`src/rtl/fetch_pkg.sv`:
```
// Shared types and default constants for the instruction fetch stage.
package fetch_pkg;

  typedef enum logic [1:0] {
    IDLE  = 2'd0,
    FETCH = 2'd1,
    DROP  = 2'd2,
    VALID = 2'd3
  } fetch_state_e;

  localparam int unsigned DEF_RESET_PC = 0;
  localparam int unsigned DEF_PC_STEP  = 1;

endpackage

```
`src/rtl/fetch_unit.sv`:
```
// Instruction fetch: one outstanding word request to imem, valid/ready hand-off
// to decode, branch redirect that squashes stale in-flight or held words.
//
// state | meaning
// IDLE  | single post-reset cycle, launches the first request
// FETCH | request to pc outstanding, data will be kept
// DROP  | request outstanding to a stale address, data will be discarded
// VALID | instruction held for decode, no request outstanding
module fetch_unit
  import fetch_pkg::*;
#(
  parameter int                ADDR_W   = 32,
  parameter int                INSTR_W  = 32,
  parameter logic [ADDR_W-1:0] RESET_PC = ADDR_W'(DEF_RESET_PC),
  parameter logic [ADDR_W-1:0] PC_STEP  = ADDR_W'(DEF_PC_STEP)
) (
  input  logic               clk,
  input  logic               rst_n,
  input  logic               ex_valid,
  input  logic               change_pc,
  input  logic [ADDR_W-1:0]  branch_target,
  output logic               imem_req,
  output logic [ADDR_W-1:0]  imem_addr,
  input  logic               imem_ack,
  input  logic [INSTR_W-1:0] imem_rdata,
  output logic               instr_valid,
  output logic [INSTR_W-1:0] instr,
  output logic [ADDR_W-1:0]  instr_pc,
  input  logic               instr_ready
);

  fetch_state_e      state, state_nxt;
  logic [ADDR_W-1:0] pc, pc_inc;
  logic              take;
  logic              req_nxt, valid_nxt, capture;
  logic [ADDR_W-1:0] addr_nxt;

  assign take   = ex_valid & change_pc;
  assign pc_inc = pc + PC_STEP;

  always_comb begin
    state_nxt = state;
    req_nxt   = imem_req;
    addr_nxt  = imem_addr;
    valid_nxt = instr_valid;
    capture   = 1'b0;
    case (state)
      IDLE: begin
        state_nxt = FETCH;
        req_nxt   = 1'b1;
        addr_nxt  = pc;
      end
      FETCH: begin
        if (imem_ack && !take) begin
          capture   = 1'b1;
          valid_nxt = 1'b1;
          req_nxt   = 1'b0;
          state_nxt = VALID;
        end else if (imem_ack && take) begin
          req_nxt  = 1'b1;
          addr_nxt = branch_target;
        end else if (take) begin
          state_nxt = DROP;
        end
      end
      DROP: begin
        // the address may only move once the stale request has been acked
        if (imem_ack) begin
          state_nxt = FETCH;
          req_nxt   = 1'b1;
          addr_nxt  = take ? branch_target : pc;
        end
      end
      VALID: begin
        if (take) begin
          valid_nxt = 1'b0;
          req_nxt   = 1'b1;
          addr_nxt  = branch_target;
          state_nxt = FETCH;
        end else if (instr_ready) begin
          valid_nxt = 1'b0;
          req_nxt   = 1'b1;
          addr_nxt  = pc_inc;
          state_nxt = FETCH;
        end
      end
      default: state_nxt = IDLE;
    endcase
  end

  always_ff @(posedge clk or negedge rst_n) begin
    if (!rst_n) begin
      state       <= IDLE;
      imem_req    <= 1'b0;
      imem_addr   <= RESET_PC;
      instr_valid <= 1'b0;
      instr       <= '0;
      instr_pc    <= '0;
    end else begin
      state       <= state_nxt;
      imem_req    <= req_nxt;
      imem_addr   <= addr_nxt;
      instr_valid <= valid_nxt;
      if (capture) begin
        instr    <= imem_rdata;
        instr_pc <= pc;
      end
    end
  end

  // branch beats increment beats hold; take is meaningless before the first fetch
  always_ff @(posedge clk or negedge rst_n) begin
    if (!rst_n) begin
      pc <= RESET_PC;
    end else if (take && state != IDLE) begin
      pc <= branch_target;
    end else if (state == VALID && instr_ready) begin
      pc <= pc_inc;
    end
  end

endmodule
```
`config.mk`:
```
export PLATFORM = sky130hd
export DESIGN_NAME = fetch_unit
export DESIGN_NICKNAME = d
export VERILOG_FILES = /design/src/rtl/fetch_pkg.sv /design/src/rtl/fetch_unit.sv
export SDC_FILE = /design/constraint.sdc
export NUM_CORES = 1
export LEC_CHECK = 0
export ABC_AREA = 1
export CAP_MARGIN = 40
export CORE_UTILIZATION = 46
export CTS_CLUSTER_DIAMETER = 120
export DETAILED_ROUTE_END_ITERATION = 8
export PLACE_DENSITY = 0.78
export SLEW_MARGIN = 20
export SYNTH_ARGS = -nofsm -noshare
export SYNTH_HDL_FRONTEND = slang
export SYNTH_SLANG_ARGS = --single-unit
```
`constraint.sdc`:
```
create_clock -name clk -period 1.8 [get_ports clk]
set_clock_uncertainty 0.15 [all_clocks]
set_input_delay 0.36 -clock clk [delete_from_list [all_inputs] [get_ports clk]]
set_output_delay 0.36 -clock clk [all_outputs]
set_load 0.05 [all_outputs]
```
* After elaboration in Yosys (flattened, before gate mapping)
Cells that the tools add are included.
** Cells by class
- Add/sub/neg operators :: 1
- Equal/unequal tests :: 11
- Multiplexer cells :: 28
- Bitwise logic cells :: 1
- Reduce and logical (&&, ||, !) cells :: 13
** Operators by type and width (number)
- 2-to-1 mux 32 bit :: 8
- case mux 32 bit (4 select lines) :: 1
- adder 32 x 1 -> 32 bit, second input constant :: 1
- 2-to-1 mux 2 bit :: 6
- != test 3 bit, second input constant :: 4
- 2-to-1 mux 1 bit :: 10
- != test 2 bit, second input constant :: 4
- case mux 2 bit (4 select lines) :: 1
- AND reduction 4 bit :: 2
- AND reduction 3 bit :: 2
- nonzero test 2 bit :: 3
- == test 2 bit, second input constant :: 2
- logical AND 1 bit :: 4
- case mux 1 bit (4 select lines) :: 1
- == test 2 x 1 -> 1 bit, second input constant :: 1
- zero test 2 bit :: 1
- case mux 1 bit (2 select lines) :: 1
- AND 1 bit :: 1
- zero test 1 bit :: 1
** Storage, ports and cells
- Register bits :: 132
- Bits of input ports :: 70
- Output and inout bits :: 98
- Word-level logic and storage cells :: 61

* Depth between registers and ports, before layout
- Depth in word-level cells :: 5
- Depth in mapped cells :: 14
- Mapped depth without buffers :: 14

* Worst setup path after synthesis
OpenSTA, ideal clock, no wires.
- Path kind :: flip-flop to flip-flop
- From :: register pc[0]
- To :: register imem_addr[24]
- Setup time :: 118 ps
- Arrival time :: 1513 ps
- Required time :: 1532 ps
- Setup slack :: 19 ps
- Stages on the path, launching flop included :: 15
- Buffers on the path :: 0
- Path through :: dfrtp_1 -> ha_1 -> nand2_1 -> nor2_1 -> nand2_1 -> nor2_4 -> nand2_1 -> nand2_1 -> nand2_1 -> nand2_1 -> nand2_1 -> nand2_1 -> nand2_1 -> nand2_1 -> nand2_1
** On the way
- Word-level cells in the longest chain between the ends :: 4
** RTL lines
- from (decl) :: line fetch_unit.sv:33 : logic [ADDR_W-1:0] pc, pc_inc;
- from (signal assigned) :: line fetch_unit.sv:116 : pc <= branch_target;
- from (signal assigned) :: line fetch_unit.sv:118 : pc <= pc_inc;
- adder 32 x 1 -> 32 bit :: line fetch_unit.sv:39 : assign pc_inc = pc + PC_STEP;
- 2-to-1 mux 32 bit :: line fetch_unit.sv:80 : end else if (instr_ready) begin
- 2-to-1 mux 32 bit :: line fetch_unit.sv:75 : if (take) begin
- case mux 32 bit (4 select lines) :: line fetch_unit.sv:47 : case (state)
- to (signal assigned) :: line fetch_unit.sv:102 : imem_addr <= addr_nxt;
- to (decl) :: line fetch_unit.sv:23 : output logic [ADDR_W-1:0] imem_addr,
No other way between the ends. The select of a mux whose other input is x is not followed.
A chain may end at the register's enable or synchronous reset.

* Worst setup path in the final report
- From :: register pc[0]
- To :: register imem_addr[20]
The elaborated chain is that of the path after synthesis.

==> results.txt <==
- Leakage power total: 5.59 nW
- Highest net fanout along the worst path: 5
- Internal power comes to 0.0125 W.
* Last weighted congestion value of the routability-driven placer: 0.960
- Number of port buffers: 167
- Synth cell count leaders: sky130_fd_sc_hd__nand2_1, sky130_fd_sc_hd__dfrtp_1, sky130_fd_sc_hd__nor2_1, sky130_fd_sc_hd__o21ai_0, sky130_fd_sc_hd__inv_1
* Power share of the sequential group: 0.240
- In the global route stage, overall resource usage came out at 0.306.
- The share of synthesized area in the top cell type comes to 0.463.
- Number of DRC violations after detailed-routing iteration 0: 832
* Antenna-violating nets left: 0
- In this run the number of H-tree levels came out at 4.
* Fin nets: 1342
- Total standard cell area after synthesis: 7140 um^2
- Max-cap check violation count: 0
- Pin count of the biggest net entering global routing: 50
* Multi-input combinational cell area: 3800 um^2
- Count of standard-cell rows: 45
- At the placement stage, the worst setup path has a slack of -505 ps.
- The tree built by TritonCTS fans out to 132 sinks.
- Worst Hold Margin: 272 ps
- Die X: 127 um
- After detailed routing, the average wire length per cell comes to 17.4 um.
- From bottom edge to top edge, the die measures 127 um.
* Half-perimeter wire length of the detailed placement result: 17400 um
- Number of warnings printed during yosys synthesis: 0
- Most frequent cell after synthesis: sky130_fd_sc_hd__nand2_1
- Min Clock Period, post-route: 2040 ps
- Depth of the most critical reg-to-reg path: 14
* First-pass GRT wire length: 37900 um
- Layout area overhead: 61.0%
- Crit-path leading delay family: simple AND/OR/NAND/NOR gates
- Number of filler instances in the final layout: 1045
- Setup repair after global routing missed its margin: yes
- Pwr Total: 0.0239 W
* I/O pin count: 168
- The detailed router placed 8221 vias in this run.
* Fraction of power spent switching nets: 0.479
* R2R setup slack: -240 ps
* Failing checks: negative setup slack
- Asr flop ratio synth: 1.00
- The critical path in this run is classified as flip-flop to flip-flop.
- In this design, the stage delay of the slowest critical-path cell is 430 ps.
- The first detailed-routing pass took 6 iterations.
* Clk network pwr share: 0.154
* Final setup viols: 43
- Main combinational cell family by area after synthesis: simple AND/OR/NAND/NOR gates
- In the synthesized netlist the dominant register cell turns out to be sky130_fd_sc_hd__dfrtp_1.
- Number of antenna violations at the first check in global routing: 1
- The area fraction in compound gates after synthesis was 0.138.
* Clock slew at the register clock pins of the worst setup and hold paths: 60 ps
- Outcome: finished, violations left
- For this run, the register share of the synthesized area comes to 0.463.
* Diode count: 0
- TritonCTS clock tree: done
- Of the cells placed in the final design, the portion with a size suffix greater than 1 is 0.293.
- In this run the critical register-to-register path is captured at imem_addr[20].
- Placed Instance Area: 10200 um^2
- Total count of hold-check failures in the final report: 0
* CTS Buf Count: 17
- At the pin with the least slew margin, the transition time is 434 ps.
* Simple logic cell fraction of the synthesized area: 0.320
- In the routed design, unresolved DRC markers number 0.
- Of the total synthesized cell area, the portion taken by XOR and XNOR cells is 0.0160.
- Most common cell type on the critical path: sky130_fd_sc_hd__nand2_1
- CP startpoint kind: flip-flop
- Via density per instance: 5.59
* Top post-synthesis cells by area: sky130_fd_sc_hd__dfrtp_1, sky130_fd_sc_hd__nand2_1, sky130_fd_sc_hd__o21ai_0, sky130_fd_sc_hd__a21oi_1, sky130_fd_sc_hd__nor2_1
- Across all setup checks in the final design, the least slack found is -243 ps.
- Number of synthesized flops with an enable pin: 0
- Portion of total power attributed to combinational logic: 0.606
* Number of max-slew violations in the final report: 0
- Number of instances in the synthesized netlist: 990
- Net switching component of the power: 0.0115 W
- Hold Path Class: primary input to async pin
- Clock root cell: sky130_fd_sc_hd__clkbuf_16
- Cell type of the slowest stage on the worst timing path: sky130_fd_sc_hd__dfrtp_1
- Critical path data arrival time: 2210 ps
- Final period utilization: 1.14
- Worst path required time: 1960 ps
- In this run, synthesis produced a sequential element count of 132.
- Traced cell by cell, the critical path runs through ha_4 > nand2_4 > nor2_4 > nand2_4 > nor2_4 > nand2_1 > nand2_1 > nand2_2 > nand2_1 > nand2_1 > nand2_1 > nand2_1 > nand2_1 > nand2_1.
- Global-route congestion overflow total: 0
- Max frequency: 489 MHz
- Counting both buffers and inverters, the worst setup path holds a total of 0.
- Wires add up to 25500 um.
- Biggest area consumer among synthesized cells: sky130_fd_sc_hd__dfrtp_1
- Number of unique standard cell types used by synthesis: 31
* Sequential standard cell area: 3310 um^2
- Final Core Density: 0.758
- A synthesized cell averages 7.21 um^2.
- Of the total synthesized cell area, the portion taken by full adders, half adders and majority gates is 0.00175.
- The startpoint identified for the worst register-to-register timing path is pc[0].
- Once layout is done, the placed cells without fillers occupy 11500 um^2.
- Effective utilization at floorplan: 0.471
- Number of global-route vias before repair: 7513
- Headroom to the max-slew limit came out at 0.711.
- Worst voltage drop across the vdd grid: 1150 uV
- Placeable core region: 15100 um^2
- Mux contribution to synthesized area: 0
- Area of the die: 16000 um^2
- In this run the power density over the cells is 2080 nW/um^2.
* Max Buffers Root-to-Sink: 2
* Crit path capture type: flip-flop
* Total nets after synthesis: 1061
- Worst skew pair latency: 430 ps
==> power by group through the flow <==
| stage | Sequential (W) | Combinational [W] | Clock [W] |
|---|---|---|---|
| finish | 0.00574 | 0.0145 | 0.00369 |
| global route | 0.00585 | 0.0154 | 0.00386 |
| CTS | 0.00564 | 0.0137 | 0.00371 |
| detailed placement | 0.00564 | 0.0134 | 0 |
| global placement | 0.00562 | 0.0131 | 0 |
| floorplan | 0.00872 | 0.00436 | 0 |
==> through the flow <==
step           setup TNS, ps  instances
3_5_place_dp          -49790       1419
6_report               -3150       1471
5_1_grt                -6230       1471
2_1_floorplan              0        990
3_3_place_gp          -44200       1419
4_1_cts                -1630       1458
==> metal layers <==
layer / global-route usage / routed length (um) / up-vias
li1: - / - / 3738
met1: 0.401 / 10200 / 3850
met2: 0.487 / 11700 / 518
met3: 0.0666 / 2510 / 113
met4: 0.139 / 1060 / 2
met5: 0 / 9 / -
==> repair_timing <==
item	4_1_cts	5_1_grt
pin swaps	11	32
setup endpoints to repair	50	74
cloned	0	2
hold buffers	1	0
buffers inserted	7	12
hold endpoints to repair	25	0
gates resized for setup	46	93
==> area by class of cell <==
type,count,area share
tap,188,0.0205
sequential,132,0.288
inverter,60,0.0207
clock buffer,19,0.0386
clock inverter,12,0.0156
multi-input combinational,754,0.331
timing repair buffer,306,0.285
==> sequential cells by signal, summed over array words and instances (netlist names) <==
name and flops:
instr_valid 1, imem_req 1, imem_addr 32, instr 32
pc 32, instr_pc 32, state 2
==> cells in the final DEF, fill, tap and decap left out, types with 2 or more instances in the layout <==
cell                              synthesis  layout
sky130_fd_sc_hd__nand2_1                476     448
sky130_fd_sc_hd__buf_4                    3     163
sky130_fd_sc_hd__dfrtp_1                132     124
sky130_fd_sc_hd__clkdlybuf4s50_1          0      68
sky130_fd_sc_hd__buf_12                   0      57
sky130_fd_sc_hd__inv_1                   51      48
sky130_fd_sc_hd__o21ai_0                 52      44
sky130_fd_sc_hd__a21oi_1                 43      42
sky130_fd_sc_hd__nor2_1                  56      34
sky130_fd_sc_hd__nand2_2                  4      25
sky130_fd_sc_hd__nand3_1                 26      25
sky130_fd_sc_hd__clkbuf_16                0      19
sky130_fd_sc_hd__o21ai_1                 12      15
sky130_fd_sc_hd__nor2_4                   4      15
sky130_fd_sc_hd__a211oi_1                15      15
sky130_fd_sc_hd__o221ai_1                17      15
sky130_fd_sc_hd__buf_6                    2      15
sky130_fd_sc_hd__nor2_2                   3      14
sky130_fd_sc_hd__inv_2                    9       9
sky130_fd_sc_hd__o211ai_1                 9       9
sky130_fd_sc_hd__dfrtp_2                  0       8
sky130_fd_sc_hd__nand2_4                  0       6
sky130_fd_sc_hd__o21ai_2                  1       6
sky130_fd_sc_hd__o22ai_1                  6       6
sky130_fd_sc_hd__xor2_2                   0       6
sky130_fd_sc_hd__a22oi_1                  9       6
sky130_fd_sc_hd__bufinv_16                0       4
sky130_fd_sc_hd__xor2_4                   0       3
sky130_fd_sc_hd__clkinv_4                 0       3
sky130_fd_sc_hd__a22oi_2                  0       3
sky130_fd_sc_hd__clkinvlp_4               0       3
sky130_fd_sc_hd__nor2_8                   2       2
sky130_fd_sc_hd__a21oi_2                  1       2
sky130_fd_sc_hd__nand3b_1                 2       2
sky130_fd_sc_hd__xnor2_2                  0       2
sky130_fd_sc_hd__xor2_1                  11       2
sky130_fd_sc_hd__o221ai_2                 0       2
sky130_fd_sc_hd__inv_6                    0       2
sky130_fd_sc_hd__clkinv_2                 0       2
==> kinds of logic after synthesis <==
logic type | after synthesis
and+or+nand+nor | 575
AOI/OAI and AO/OA | 165
DFF | 132
buffers and inverters | 104
xor gates and xnor gates | 13
adders and majority gates | 1
==> worst max path at each step <==
stage                     startpoint             to  slack, ps  depth (start not counted)
final                          pc[0]  imem_addr[20]       -240                         14
after global routing           pc[0]  imem_addr[20]       -320                         14
after CTS                      pc[1]  imem_addr[30]       -160                         15
after detailed placement    ex_valid  imem_addr[11]       -500                         11
after global placement      ex_valid  imem_addr[12]       -460                          9
after floorplan                pc[0]  imem_addr[24]         20                         14
(Power assumes the default switching activity.)
==> variant 1: new RTL, same settings <==
Reset style: synchronous (`rst_n`), changed in 2 clocked blocks.
--- a/src/rtl/fetch_unit.sv
+++ b/src/rtl/fetch_unit.sv
@@ -88,7 +88,7 @@
     endcase
   end
 
-  always_ff @(posedge clk or negedge rst_n) begin
+  always_ff @(posedge clk) begin
     if (!rst_n) begin
       state       <= IDLE;
       imem_req    <= 1'b0;
@@ -109,7 +109,7 @@
   end
 
   // branch beats increment beats hold; take is meaningless before the first fetch
-  always_ff @(posedge clk or negedge rst_n) begin
+  always_ff @(posedge clk) begin
     if (!rst_n) begin
       pc <= RESET_PC;
     end else if (take && state != IDLE) begin
Check against the original RTL: differs if rst_n is asserted again (counterexample within 4 cycles, from zero or initial values and one cycle with rst_n low); with rst_n held inactive, the same outputs for 4 cycles.
==> variant 1 against the unedited design <==
The flow still finishes with violations (negative setup slack); final area down 3.0%; setup slack improved by 3.9 ps; fmax is 0.19% higher; global-route usage is 2.1 points higher; count of clock-buffer cells in the layout did not move; wire length is 13% higher; sequential cell count stayed put; synthesized area fell by 4.0%; critical path type unchanged; highest routed layer is now met4.
Power is not compared: it rests on default switching activity, and its combinational part moved more than twofold at a synthesized area within 25%.
==> variant 1: results (changes against the unedited design) <==
stage,metric,value,unit,change
run_status,outcome,finished with violations,,unchanged
run_status,violations,negative setup slack,,unchanged
worst_setup_path,r2r_cells,13,,was 14
cts,cts_buffer_depth,2,,unchanged
logic_synthesis,synthAdderAreaFrac,0.183,%,was 0.175%
timing,fin_setup_tns,-5770,ps,was -3150 ps
timing,worst_slack,-240,ps,was -243 ps
worst_setup_path,slowest_delay,400,ps,was 430 ps
worst_setup_path,endpoint,imem_addr[31]$_SDFFE_PN0P_,,was imem_addr[20]$_DFFE_PN0P_
placed_design,dpl_cell_area,9290,um2,was 10200 um2
timing,timing.hold.ws,138,ps,was 272 ps
logic_synthesis,synth_xor_area_share,1.79,%,was 1.60%
routing,routed_wl,29.0,mm,was 25.5 mm
global_route,met1_usage,37.2,%,was 40.1%
global_route,grt_pass1_wl,38.3,mm,was 37.9 mm
timing,slew_headroom,74.3,%,was 71.1%
logic_synthesis,async_flop_share,0,%,was 100%
hold_path,min_from,rst_n,,
routing,dr.first_iter.drc_count,1049,,was 832
global_route,antenna_found_initial,0,,was 1
logic_synthesis,synth_nets,1128,,was 1061
placed_design,gp_congestion,1.01,,was 0.960
routing,wl_per_cell,18.9,um,was 17.4 um
worst_setup_path,startpoint,pc[14]$_SDFFE_PN0P_,,was pc[0]$_DFFE_PN0P_
worst_setup_path,slowest_stage,dfxtp_1,,was dfrtp_1
worst_setup_path,r2r_start,pc[14]$_SDFFE_PN0P_,,was pc[0]$_DFFE_PN0P_
global_route,grtUsageMet3,8.88,%,was 6.66%
layout,final_layout_size_suffix_gt1_share,33.8,%,was 29.3%
logic_synthesis,synth_common_cells,"nand2_1, nor2_1, dfxtp_1",,"was nand2_1, dfrtp_1, nor2_1"
logic_synthesis,synth-compound-area-share,21.4,%,was 13.8%
logic_synthesis,ys_types,38,,was 31
worst_setup_path,cp_max_fo,7,,was 5
logic_synthesis,synth.area.top_cells,"dfxtp_1, nand2_1, o21ai_0",,"was dfrtp_1, nand2_1, o21ai_0"
logic_synthesis,syn_avg_cell_area,6.48,um2,was 7.21 um2
placed_design,dp_hpwl,17.1,mm,was 17.4 mm
placed_design,dp_worst_setup_slack,-535,ps,was -505 ps
cts,clk_latency,440,ps,
hold_path,hp-class,primary input to flop,,was primary input to asynchronous set/reset pin
routing,dr.pass1.iters,5,,was 6
timing,setup_viol,77,,was 43
routing,vias,8833,,was 8221
placed_design,dp.cells,1460,,was 1419
global_route,grt_pass1_vias,7865,,was 7513
global_route,grt_usage,32.7,%,was 30.6%
global_route,grt_use_met2,53.9,%,was 48.7%
global_route,grt_max_degree,92,,was 50
variant 1: per-layer routing:
layer,wire (um),part of all wire [%]
met3,2840,9.8
met5,0,0
met1,10400,36
met4,1800,6.2
met2,13900,48
variant 1: repair_timing:
item	4_1_cts	5_1_grt
setup buffers	5	30
hold buffers	0	0
resized for setup	37	205
pin swaps	11	58
setup endpoints to repair	34	104
cloned	1	8
variant 1: cell type report:
cell class / count / area [um2]
multi-input cells: 798 / 4350
fillers: 970 / 3390
repair buffers: 321 / 3040
flip-flops and latches: 132 / 2660
clock buffers: 19 / 443
inverters: 67 / 273
well taps: 184 / 230
clock inverters: 13 / 146
variant 1: worst reg2reg max path, cell delays in order, from the launching register on:
cell	delay (ps)
dfxtp_1	400
nand2_1	140
nor2_2	170
nand2_2	150
nor2_4	260
nand2_2	110
nand2_2	80
nand2_2	60
nand2_1	50
nand2_1	50
nand2_1	70
nand2_1	60
nand2_2	120
a21oi_2	70
==> variant 2: new RTL, same flow settings <==
Made on the original files. Change the parameter `ADDR_W` from 32 to 40.
--- a/src/rtl/fetch_unit.sv
+++ b/src/rtl/fetch_unit.sv
@@ -9,7 +9,7 @@
 module fetch_unit
   import fetch_pkg::*;
 #(
-  parameter int                ADDR_W   = 32,
+  parameter int                ADDR_W   = 40,
   parameter int                INSTR_W  = 32,
   parameter logic [ADDR_W-1:0] RESET_PC = ADDR_W'(DEF_RESET_PC),
   parameter logic [ADDR_W-1:0] PC_STEP  = ADDR_W'(DEF_PC_STEP)
Interface: changed (resized branch_target, imem_addr and instr_pc); port bits go from 168 to 192. The function was not compared with the original's and may differ.
==> variant 2 against the unedited design <==
The run still ends with negative setup slack left; final area up 31%; largest power group unchanged; count of clock-buffer cells in the layout up 1; critical path type unchanged; setup slack worse by 320 ps; sequential power is 24% higher; wire length increased by 61%; total power increased by 34%; sequential cell count is 24 higher; synthesized area grew 19%.
==> variant 2: results (changes against the unedited design) <==
stage,metric,value,unit,change
logic_synthesis,synth_nets,1204,,was 1061
routing,vias,11000,,was 8221
routing,dr.first_iter.drc_count,1580,,was 832
logic_synthesis,ys_types,45,,was 31
global_route,grt_pass1_vias,9240,,was 7513
worst_setup_path,worstPathArrival,2610,ps,was 2210 ps
worst_setup_path,slowest_stage,dfrtp_2,,was dfrtp_1
worst_setup_path,cp_max_fo,4,,was 5
layout,fillers,938,,was 1045
routing,routed_wl,41.2,mm,was 25.5 mm
layout,n_antenna_cell,0,,unchanged
power,ir_drop,1370,uV,was 1150 uV
logic_synthesis,synth_common_cells,"nand2_1, dfrtp_1, o21ai_0",,"was nand2_1, dfrtp_1, nor2_1"
logic_synthesis,syn_inst,1125,,was 990
placed_design,dp_worst_setup_slack,-544,ps,was -505 ps
power,p_leak,7.11,nW,was 5.59 nW
timing,worst_slack,-565,ps,was -243 ps
global_route,grt_usage,33.3,%,was 30.6%
routing,vias_per_cell,6.31,,was 5.59
placed_design,place.port_buffers,191,,was 167
run_status,violations,negative setup slack,,unchanged
timing,setup_viol,146,,was 43
logic_synthesis,ys_seq_area_share,46.1,%,was 46.3%
placed_design,gp_congestion,0.982,,was 0.960
layout,nNetsFinal,1579,,was 1342
timing,worst_pin_slew,525,ps,was 434 ps
cts,clk_latency,460,ps,was 430 ps
run_status,outcome,finished with violations,,unchanged
global_route,grt_max_degree,54,,was 50
global_route,antenna_found_initial,2,,was 1
logic_synthesis,synth.area.top_cells,"dfrtp_1, nand2_1, o21ai_0",,unchanged
layout,final_layout_size_suffix_gt1_share,40.7,%,was 29.3%
worst_setup_path,slowest_delay,420,ps,
global_route,grt_pass1_wl,47.6,mm,was 37.9 mm
placed_design,dp_hpwl,21.9,mm,was 17.4 mm
placed_design,dp.cells,1643,,was 1419
==> variant 2: critical path: cells and delay by family (launching register included) <==
kind / cells / cell delay [ps]
AND/OR/NAND/NOR: 7 / 1210
AO/OA/AOI/OAI: 1 / 150
XOR/XNOR: 1 / 210
buffers and inverters: 1 / 160
flip-flops: 1 / 420
==> variant 2: cell type report <==
type / instances / share of cell area (%)
clock buffers: 20 / 3.04
clock inverters: 12 / 0.926
inverters: 88 / 2.42
multi-input cells: 821 / 33.5
flip-flops and latches: 156 / 26.1
well taps: 229 / 1.91
repair buffers: 416 / 32.1
==> variant 2: through the flow <==
step | area [um2] | setup TNS (ps)
floorplan | 8490 | -128
global placement | 12300 | -51580
detailed placement | 12300 | -56030
CTS | 13400 | -3210
global route | 15000 | -35040
finish | 15000 | -27930
==> variant 2: per-layer routing <==
layer | part of all wire [%] | track usage [%] | routed length, um | up-vias
met5 | 0.039 | 0 | 16 | -
met4 | 8.5 | 14.2 | 3500 | 2
met3 | 14 | 8.94 | 5910 | 366
met2 | 44 | 54.4 | 18200 | 1097
met1 | 33 | 41.3 | 13500 | 5088
li1 | - | - | - | 4432
==> variant 2: final timing paths <==
path                                       start                         to  slack (ps)  depth (start not counted)
hold / removal                             rst_n   instr_pc[11]$_DFFE_PN0P_         230                          2
setup reg to reg              pc[14]$_DFFE_PN0P_  imem_addr[15]$_DFFE_PN0P_        -560                         10
hold reg to reg            instr[31]$_DFFE_PN0P_      instr[31]$_DFFE_PN0P_         330                          2
min in group clk                   imem_rdata[9]       instr[9]$_DFFE_PN0P_         280                          3
setup / recovery              pc[14]$_DFFE_PN0P_  imem_addr[15]$_DFFE_PN0P_        -560                         10
max in group asynchronous                  rst_n   instr_pc[28]$_DFFE_PN0P_         630                          3
==> variant 2: where the power goes <==
part / switching, mW / internal, mW / leakage (nW)
sequential: 1.91 / 5.19 / 1.93
clock: 1.63 / 2.13 / 0.279
combinational: 12.3 / 9.00 / 4.90
total: 15.9 / 16.3 / 7.11
==> variant 2: cell families (layout without fill, tap and decap cells) <==
| kind of cell | count (synthesis) | after routing | synth area share (%) |
|---|---|---|---|
| AND/OR/NAND/NOR | 583 | 583 | 28.0 |
| AO/OA/AOI/OAI | 214 | 214 | 16.1 |
| flip-flops | 156 | 156 | 46.1 |
| buffers and inverters | 148 | 536 | 7.24 |
| XOR/XNOR | 23 | 23 | 2.38 |
| adder cells (fa/ha/maj) | 1 | 1 | 0.148 |
==> variant 2: repair_timing <==
action / in CTS / in global routing
hold buffers: 1 / 0
setup endpoints to repair: 74 / 106
gates cloned: 0 / 21
setup buffers: 20 / 33
resized for setup: 99 / 278
hold endpoints to repair: 26 / 0
pin swaps: 41 / 56
